### src/rtl/boot_image_loader.sv
// UART boot-image receiver: hunts 0x11 0x55, reads a big-endian 16-bit length and
// packs payload bytes into 32-bit write requests. Optional inter-byte timeout: BOOT_LDR_TIMEOUT_EN.
module boot_image_loader #(
    parameter int                ADDR_W         = 25,
    parameter logic [ADDR_W-1:0] BASE_ADDR      = 'h100,
    parameter int                TIMEOUT_CYCLES = 1_000_000
) (
    input  logic              clk,
    input  logic              resetn,
    input  logic              s_axis_rx_tvalid,
    output logic              s_axis_rx_tready,
    input  logic [7:0]        s_axis_rx_tdata,
    output logic              m_axis_wr_tvalid,
    input  logic              m_axis_wr_tready,
    output logic [ADDR_W-1:0] m_axis_wr_taddr,
    output logic [3:0]        m_axis_wr_tstrb,
    output logic [31:0]       m_axis_wr_tdata,
    input  logic              rearm,
    output logic              busy,
    output logic              done,
    output logic [15:0]       image_len,
    output logic              err
);

    typedef enum logic [2:0] {
        SYNC0, SYNC1, LEN_HI, LEN_LO, PAYLOAD, FLUSH, DONE
    } state_t;

    state_t            state_q;
    logic [15:0]       len_q, remaining_q, offset_q;
    logic [31:0]       pack_data_q, pack_data_d, wr_data_q;
    logic [3:0]        pack_strb_q, pack_strb_d, wr_strb_q;
    logic [ADDR_W-1:0] wr_addr_q, word_addr_d;
    logic              wr_valid_q, busy_q, done_q, err_q;
    logic              rx_fire, wr_fire, word_end_d, timeout_hit;

    // Only a stalled output word can hold off the RX stream, and only while loading payload.
    assign s_axis_rx_tready = !(state_q == PAYLOAD && wr_valid_q && !m_axis_wr_tready);
    assign rx_fire          = s_axis_rx_tvalid && s_axis_rx_tready;
    assign wr_fire          = wr_valid_q && m_axis_wr_tready;

    always_comb begin
        pack_data_d = pack_data_q;
        pack_strb_d = pack_strb_q;
        pack_data_d[{offset_q[1:0], 3'b000} +: 8] = s_axis_rx_tdata;
        pack_strb_d[offset_q[1:0]]                = 1'b1;
    end

    assign word_end_d  = (offset_q[1:0] == 2'd3) || (remaining_q == 16'd1);
    assign word_addr_d = BASE_ADDR + ADDR_W'({offset_q[15:2], 2'b00});

`ifdef BOOT_LDR_TIMEOUT_EN
    localparam int             GAP_W    = $clog2(TIMEOUT_CYCLES + 1);
    localparam logic [GAP_W-1:0] GAP_LAST = GAP_W'(TIMEOUT_CYCLES - 1);

    logic [GAP_W-1:0] gap_q;
    logic             gap_run;

    assign gap_run     = (state_q == LEN_HI) || (state_q == LEN_LO) || (state_q == PAYLOAD);
    assign timeout_hit = gap_run && !rx_fire && (gap_q == GAP_LAST);

    always_ff @(posedge clk or negedge resetn) begin
        if (!resetn) begin
            gap_q <= '0;
        end else if (!gap_run || rx_fire || timeout_hit) begin
            gap_q <= '0;
        end else begin
            gap_q <= gap_q + 1'b1;
        end
    end
`else
    logic unused_timeout;
    assign timeout_hit    = 1'b0;
    assign unused_timeout = ^TIMEOUT_CYCLES;
`endif

    always_ff @(posedge clk or negedge resetn) begin
        if (!resetn) begin
            state_q     <= SYNC0;
            len_q       <= '0;
            remaining_q <= '0;
            offset_q    <= '0;
            pack_data_q <= '0;
            pack_strb_q <= '0;
            wr_valid_q  <= 1'b0;
            wr_addr_q   <= '0;
            wr_data_q   <= '0;
            wr_strb_q   <= '0;
            busy_q      <= 1'b0;
            done_q      <= 1'b0;
            err_q       <= 1'b0;
        end else begin
            if (wr_fire) begin
                wr_valid_q <= 1'b0;
            end
            case (state_q)
                SYNC0: begin
                    if (rx_fire && s_axis_rx_tdata == 8'h11) begin
                        state_q <= SYNC1;
                    end
                end
                SYNC1: begin
                    if (rx_fire) begin
                        if (s_axis_rx_tdata == 8'h55) begin
                            state_q <= LEN_HI;
                            busy_q  <= 1'b1;
                        end else if (s_axis_rx_tdata != 8'h11) begin
                            state_q <= SYNC0;
                        end
                    end
                end
                LEN_HI: begin
                    if (rx_fire) begin
                        len_q[15:8] <= s_axis_rx_tdata;
                        state_q     <= LEN_LO;
                    end
                end
                LEN_LO: begin
                    if (rx_fire) begin
                        len_q[7:0]  <= s_axis_rx_tdata;
                        remaining_q <= {len_q[15:8], s_axis_rx_tdata};
                        offset_q    <= '0;
                        pack_data_q <= '0;
                        pack_strb_q <= '0;
                        if ({len_q[15:8], s_axis_rx_tdata} == 16'd0) begin
                            state_q <= DONE;
                            busy_q  <= 1'b0;
                            done_q  <= 1'b1;
                        end else begin
                            state_q <= PAYLOAD;
                        end
                    end
                end
                PAYLOAD: begin
                    if (rx_fire) begin
                        offset_q    <= offset_q + 16'd1;
                        remaining_q <= remaining_q - 16'd1;
                        if (word_end_d) begin
                            wr_valid_q  <= 1'b1;
                            wr_addr_q   <= word_addr_d;
                            wr_data_q   <= pack_data_d;
                            wr_strb_q   <= pack_strb_d;
                            pack_data_q <= '0;
                            pack_strb_q <= '0;
                        end else begin
                            pack_data_q <= pack_data_d;
                            pack_strb_q <= pack_strb_d;
                        end
                        if (remaining_q == 16'd1) begin
                            state_q <= FLUSH;
                        end
                    end
                end
                FLUSH: begin
                    if (wr_fire) begin
                        state_q <= DONE;
                        busy_q  <= 1'b0;
                        done_q  <= 1'b1;
                    end
                end
                DONE: begin
                    if (rearm) begin
                        state_q <= SYNC0;
                        done_q  <= 1'b0;
                    end
                end
                default: state_q <= SYNC0;
            endcase
            // A word already presented keeps its valid; only the partial word is dropped.
            if (timeout_hit) begin
                err_q       <= 1'b1;
                busy_q      <= 1'b0;
                state_q     <= SYNC0;
                pack_data_q <= '0;
                pack_strb_q <= '0;
            end
        end
    end

    assign m_axis_wr_tvalid = wr_valid_q;
    assign m_axis_wr_taddr  = wr_addr_q;
    assign m_axis_wr_tstrb  = wr_strb_q;
    assign m_axis_wr_tdata  = wr_data_q;
    assign busy             = busy_q;
    assign done             = done_q;
    assign image_len        = len_q;
    assign err              = err_q;

endmodule

### config.mk
export PLATFORM = sky130hd
export DESIGN_NAME = boot_image_loader
export DESIGN_NICKNAME = d
export VERILOG_FILES = /design/src/rtl/boot_image_loader.sv
export SDC_FILE = /design/constraint.sdc
export NUM_CORES = 1
export LEC_CHECK = 0
export BUFFER_PORTS_ARGS = -buffer_cell sky130_fd_sc_hd__buf_2
export CELL_PAD_IN_SITES_DETAIL_PLACEMENT = 1
export CELL_PAD_IN_SITES_GLOBAL_PLACEMENT = 1
export CORE_UTILIZATION = 48
export CTS_CLUSTER_DIAMETER = 100
export CTS_CLUSTER_SIZE = 40
export DETAILED_ROUTE_END_ITERATION = 7
export GPL_TIMING_DRIVEN = 1
export PLACE_DENSITY = 0.9
export SLEW_MARGIN = 20
export SYNTH_ARGS = -nofsm -noshare
export SYNTH_HDL_FRONTEND = slang
export SYNTH_SLANG_ARGS = --single-unit
### constraint.sdc
create_clock -name clk -period 4.8 [get_ports clk]
set_input_delay 0.24 -clock clk [delete_from_list [all_inputs] [get_ports clk]]
set_output_delay 0.24 -clock clk [all_outputs]
set_load 0.05 [all_outputs]
==> out/qor.csv <==
stage,metric,value,unit
sta,max-slew-margin-rel,0.371,
die,dieArea,14800,um2
clocking,cts-htree-levels,4,
synthesis,ys_seq_area_frac,0.515,
place,dp_hpwl,12700,um
synthesis,ys_seq_elements,141,
synthesis,ys_types,68,
die,start_util,0.493,
place,pre_cts_ws,1790,ps
clocking,cts_buffer_depth,2,
synthesis,async_flop_share,1.00,
worst_setup_path,arrival,3390,ps
worst_setup_path,r2r-start,state_q[2],
sta,hold_violations,0,
worst_setup_path,critPathMaxStageDelay,710,ps
synthesis,synthFlopType,dfrtp_1,
routing,wirelength,20300,um
pwr,power.density,340,nW/um2
global_routing,grt_pass1_vias,5989,
global_routing,grt_max_degree,94,
clocking,cts_tree,built,
place,portBuffers,83,
clocking,clk_pin_slew,60,ps
sta,tightest_slew,944,ps
hold_path,hold_start,rearm,
die,rows,43,
global_routing,antenna_found_initial,0,
synthesis,yosys_warnings,0,
worst_setup_path,critPathLaunchType,flip-flop,
routing,dr.pass1.iters,4,
sta,finalSetupViolCount,0,
routing,drc_errors,0,
layout,drive_gt1_frac,0.197,
layout,area_delta_synth_final,15.8,%
routing,vias,5717,
synthesis,syn-cell-area,6850,um2
sta,final.setup_skew,11.8,ps
clocking,cts_inserted_buffers,17,
outcome,status,"complete, no violations",
layout,final_nets,774,
sta,finalCriticalPeriod,3080,ps
layout,post-route-util,0.571,
synthesis,synthCells,690,
worst_setup_path,slowest_stage,or3b_1,
routing,drt_iter0_markers,360,
run,drv_cap,0,
routing,via_per_inst,6.06,
sta,fmax,325,MHz
worst_setup_path,cp.required,5110,ps
die,core-area,13900,um2
layout,antennaDiodeCount,0,
layout,design_area,7930,um2
worst_setup_path,worstPathCellList,or3b_1 > nor3_4 > o21ai_4 > buf_4 > mux2_1,
sta,fin_crit_sh,0.642,
global_routing,grt_pass1_wl,32500,um
worst_setup_path,crit_path_max_fanout,74,
sta,drv_slew,0,
worst_setup_path,reg2regPathDepth,5,
clocking,post_cts_buffers,0,
layout,final_cell_mix,"dfrtp_1, nand2_1, buf_2, o21ai_0, a21oi_1",
hold_path,min_delay_path_depth,4,
global_routing,track_usage,0.292,
clocking,clk-insertion-delay-late,430,ps
place,placed_cell_area,7310,um2
die,die_w,121,um
sta,rsz0062_at_grt,false,
synthesis,synth_top_area_cell,dfrtp_1,
hold_path,holdCritPathClass,in -> reg,
routing,ant_nets,0,
worst_setup_path,criticalPathCategory,reg -> reg,
die,die_h,121,um
sta,layout_setup_ws,1720,ps
place,place.gp.congestion,0.881,
global_routing,grt_remaining_overflow,0,
die,num_io_pins,95,
worst_setup_path,endpoint_kind,flip-flop,
routing,routedWlPerCell,21.5,um
worst_setup_path,critPathLaunch,state_q[2],
pwr,cellLeakagePower,3.82,nW
pwr,ir_drop,237,uV
synthesis,yosysTopAreaCellShare,0.515,
sta,fin_setup_tns,0,ps
clocking,cts_num_sinks,141,
synthesis,synth_enable_flop_cells,0,
synthesis,syn_area_per_cell,9.93,um2
layout,layout.cells.most_common,dfrtp_1,
clocking,cts-root-buf,clkbuf_16,
synthesis,ys_top_cells_by_area,"dfrtp_1, nand2_1, o21ai_0",
==> worst max-delay path, delay by kind of cell (launching register included) <==
| family | cells | cell delay, ps |
|---|---|---|
| compound gates | 1 | 260 |
| flops | 1 | 640 |
| simple gates | 2 | 1220 |
| mux | 1 | 410 |
| buf+inv | 1 | 390 |
==> metrics by stage <==
| step | std cells | hold WS, ps | power [W] |
|---|---|---|---|
| final | 943 | 195 | 0.00269 |
| after floorplan | 700 | -55.6 | 0.00129 |
| after global routing | 943 | 211 | 0.00276 |
| after detailed placement | 910 | 376 | 0.00134 |
| after CTS | 943 | 183 | 0.00270 |
| after global placement | 910 | 371 | 0.00134 |
==> area by class of cell <==
cell class                      count  area (um2)
Clock buffer                       21         470
Clock inverter                     11         140
Sequential cell                   141        3530
Tap cell                          180         225
Multi-Input combinational cell    491        3050
Inverter                            9        33.8
Timing Repair Buffer               90         477
Fill cell                        1597        5950
==> final timing paths <==
path / slack [ps] / end
worst max-delay path: 1720 / m_axis_wr_taddr[5]
worst min-delay path: 200 / done
worst max register to register: 1720 / m_axis_wr_taddr[5]
worst min register to register: 470 / m_axis_wr_tdata[27]
max in group asynchronous: 3100 / offset_q[4]
min in group asynchronous: 420 / state_q[2]
==> where the power goes <==
group	internal (W)	leakage (nW)	switching, W
registers	0.00119	1.93	0.00000877
logic	0.0000207	1.59	0.0000977
clock network	0.000854	0.291	0.000519
==> cell families after synthesis <==
family,Yosys count,synth area share
buffers and inverters,68,0.0466
AOI/OAI and AO/OA,198,0.187
adders and majority gates,11,0.0201
muxes,17,0.0279
xor gates and xnor gates,16,0.0205
other,1,0.000548
and+or+nand+nor,238,0.182
DFF,141,0.515
==> flip-flops by register name, summed over array words and instances, names as in the netlist <==
register,cells
pack_data_q,32
busy,1
remaining_q,16
m_axis_wr_tvalid,1
m_axis_wr_taddr,15
offset_q,16
done,1
pack_strb_q,4
state_q,3
image_len,16
m_axis_wr_tstrb,4
m_axis_wr_tdata,32
==> synth_stat cells (all sizes together), types with 2 or more instances <==
library cell  count
nor4             10
a32oi             4
mux2             17
a31oi             2
nor2b            38
a311oi            2
a211oi            2
dfrtp           141
inv               8
or3               4
nand3            11
a22o             33
nand2            93
o2bb2ai           2
a21oi            59
nand2b            3
xor2              9
nor4bb            2
xnor2             7
buf              24
or4               7
and3              5
nand4             4
or4bb             2
nand3b            2
o21ai            73
nor3             10
clkbuf           35
nor2             36
ha               11
and4b             2
or3b              2
o31ai             2
o211ai            5
a221oi            2
a22oi             3
==> what timing repair did <==
action	4_1_cts	5_1_grt
hold buffers	1	0
gates resized for setup	0	0
endpoints found under the hold margin	92	0
==> layer usage <==
metal / GRT usage / part of all wire
met5: 0 / 0
met4: 0.138 / 0.027
met3: 0.0536 / 0.044
met2: 0.486 / 0.51
met1: 0.366 / 0.42
No activity file was read; power rests on OpenSTA's default activity.
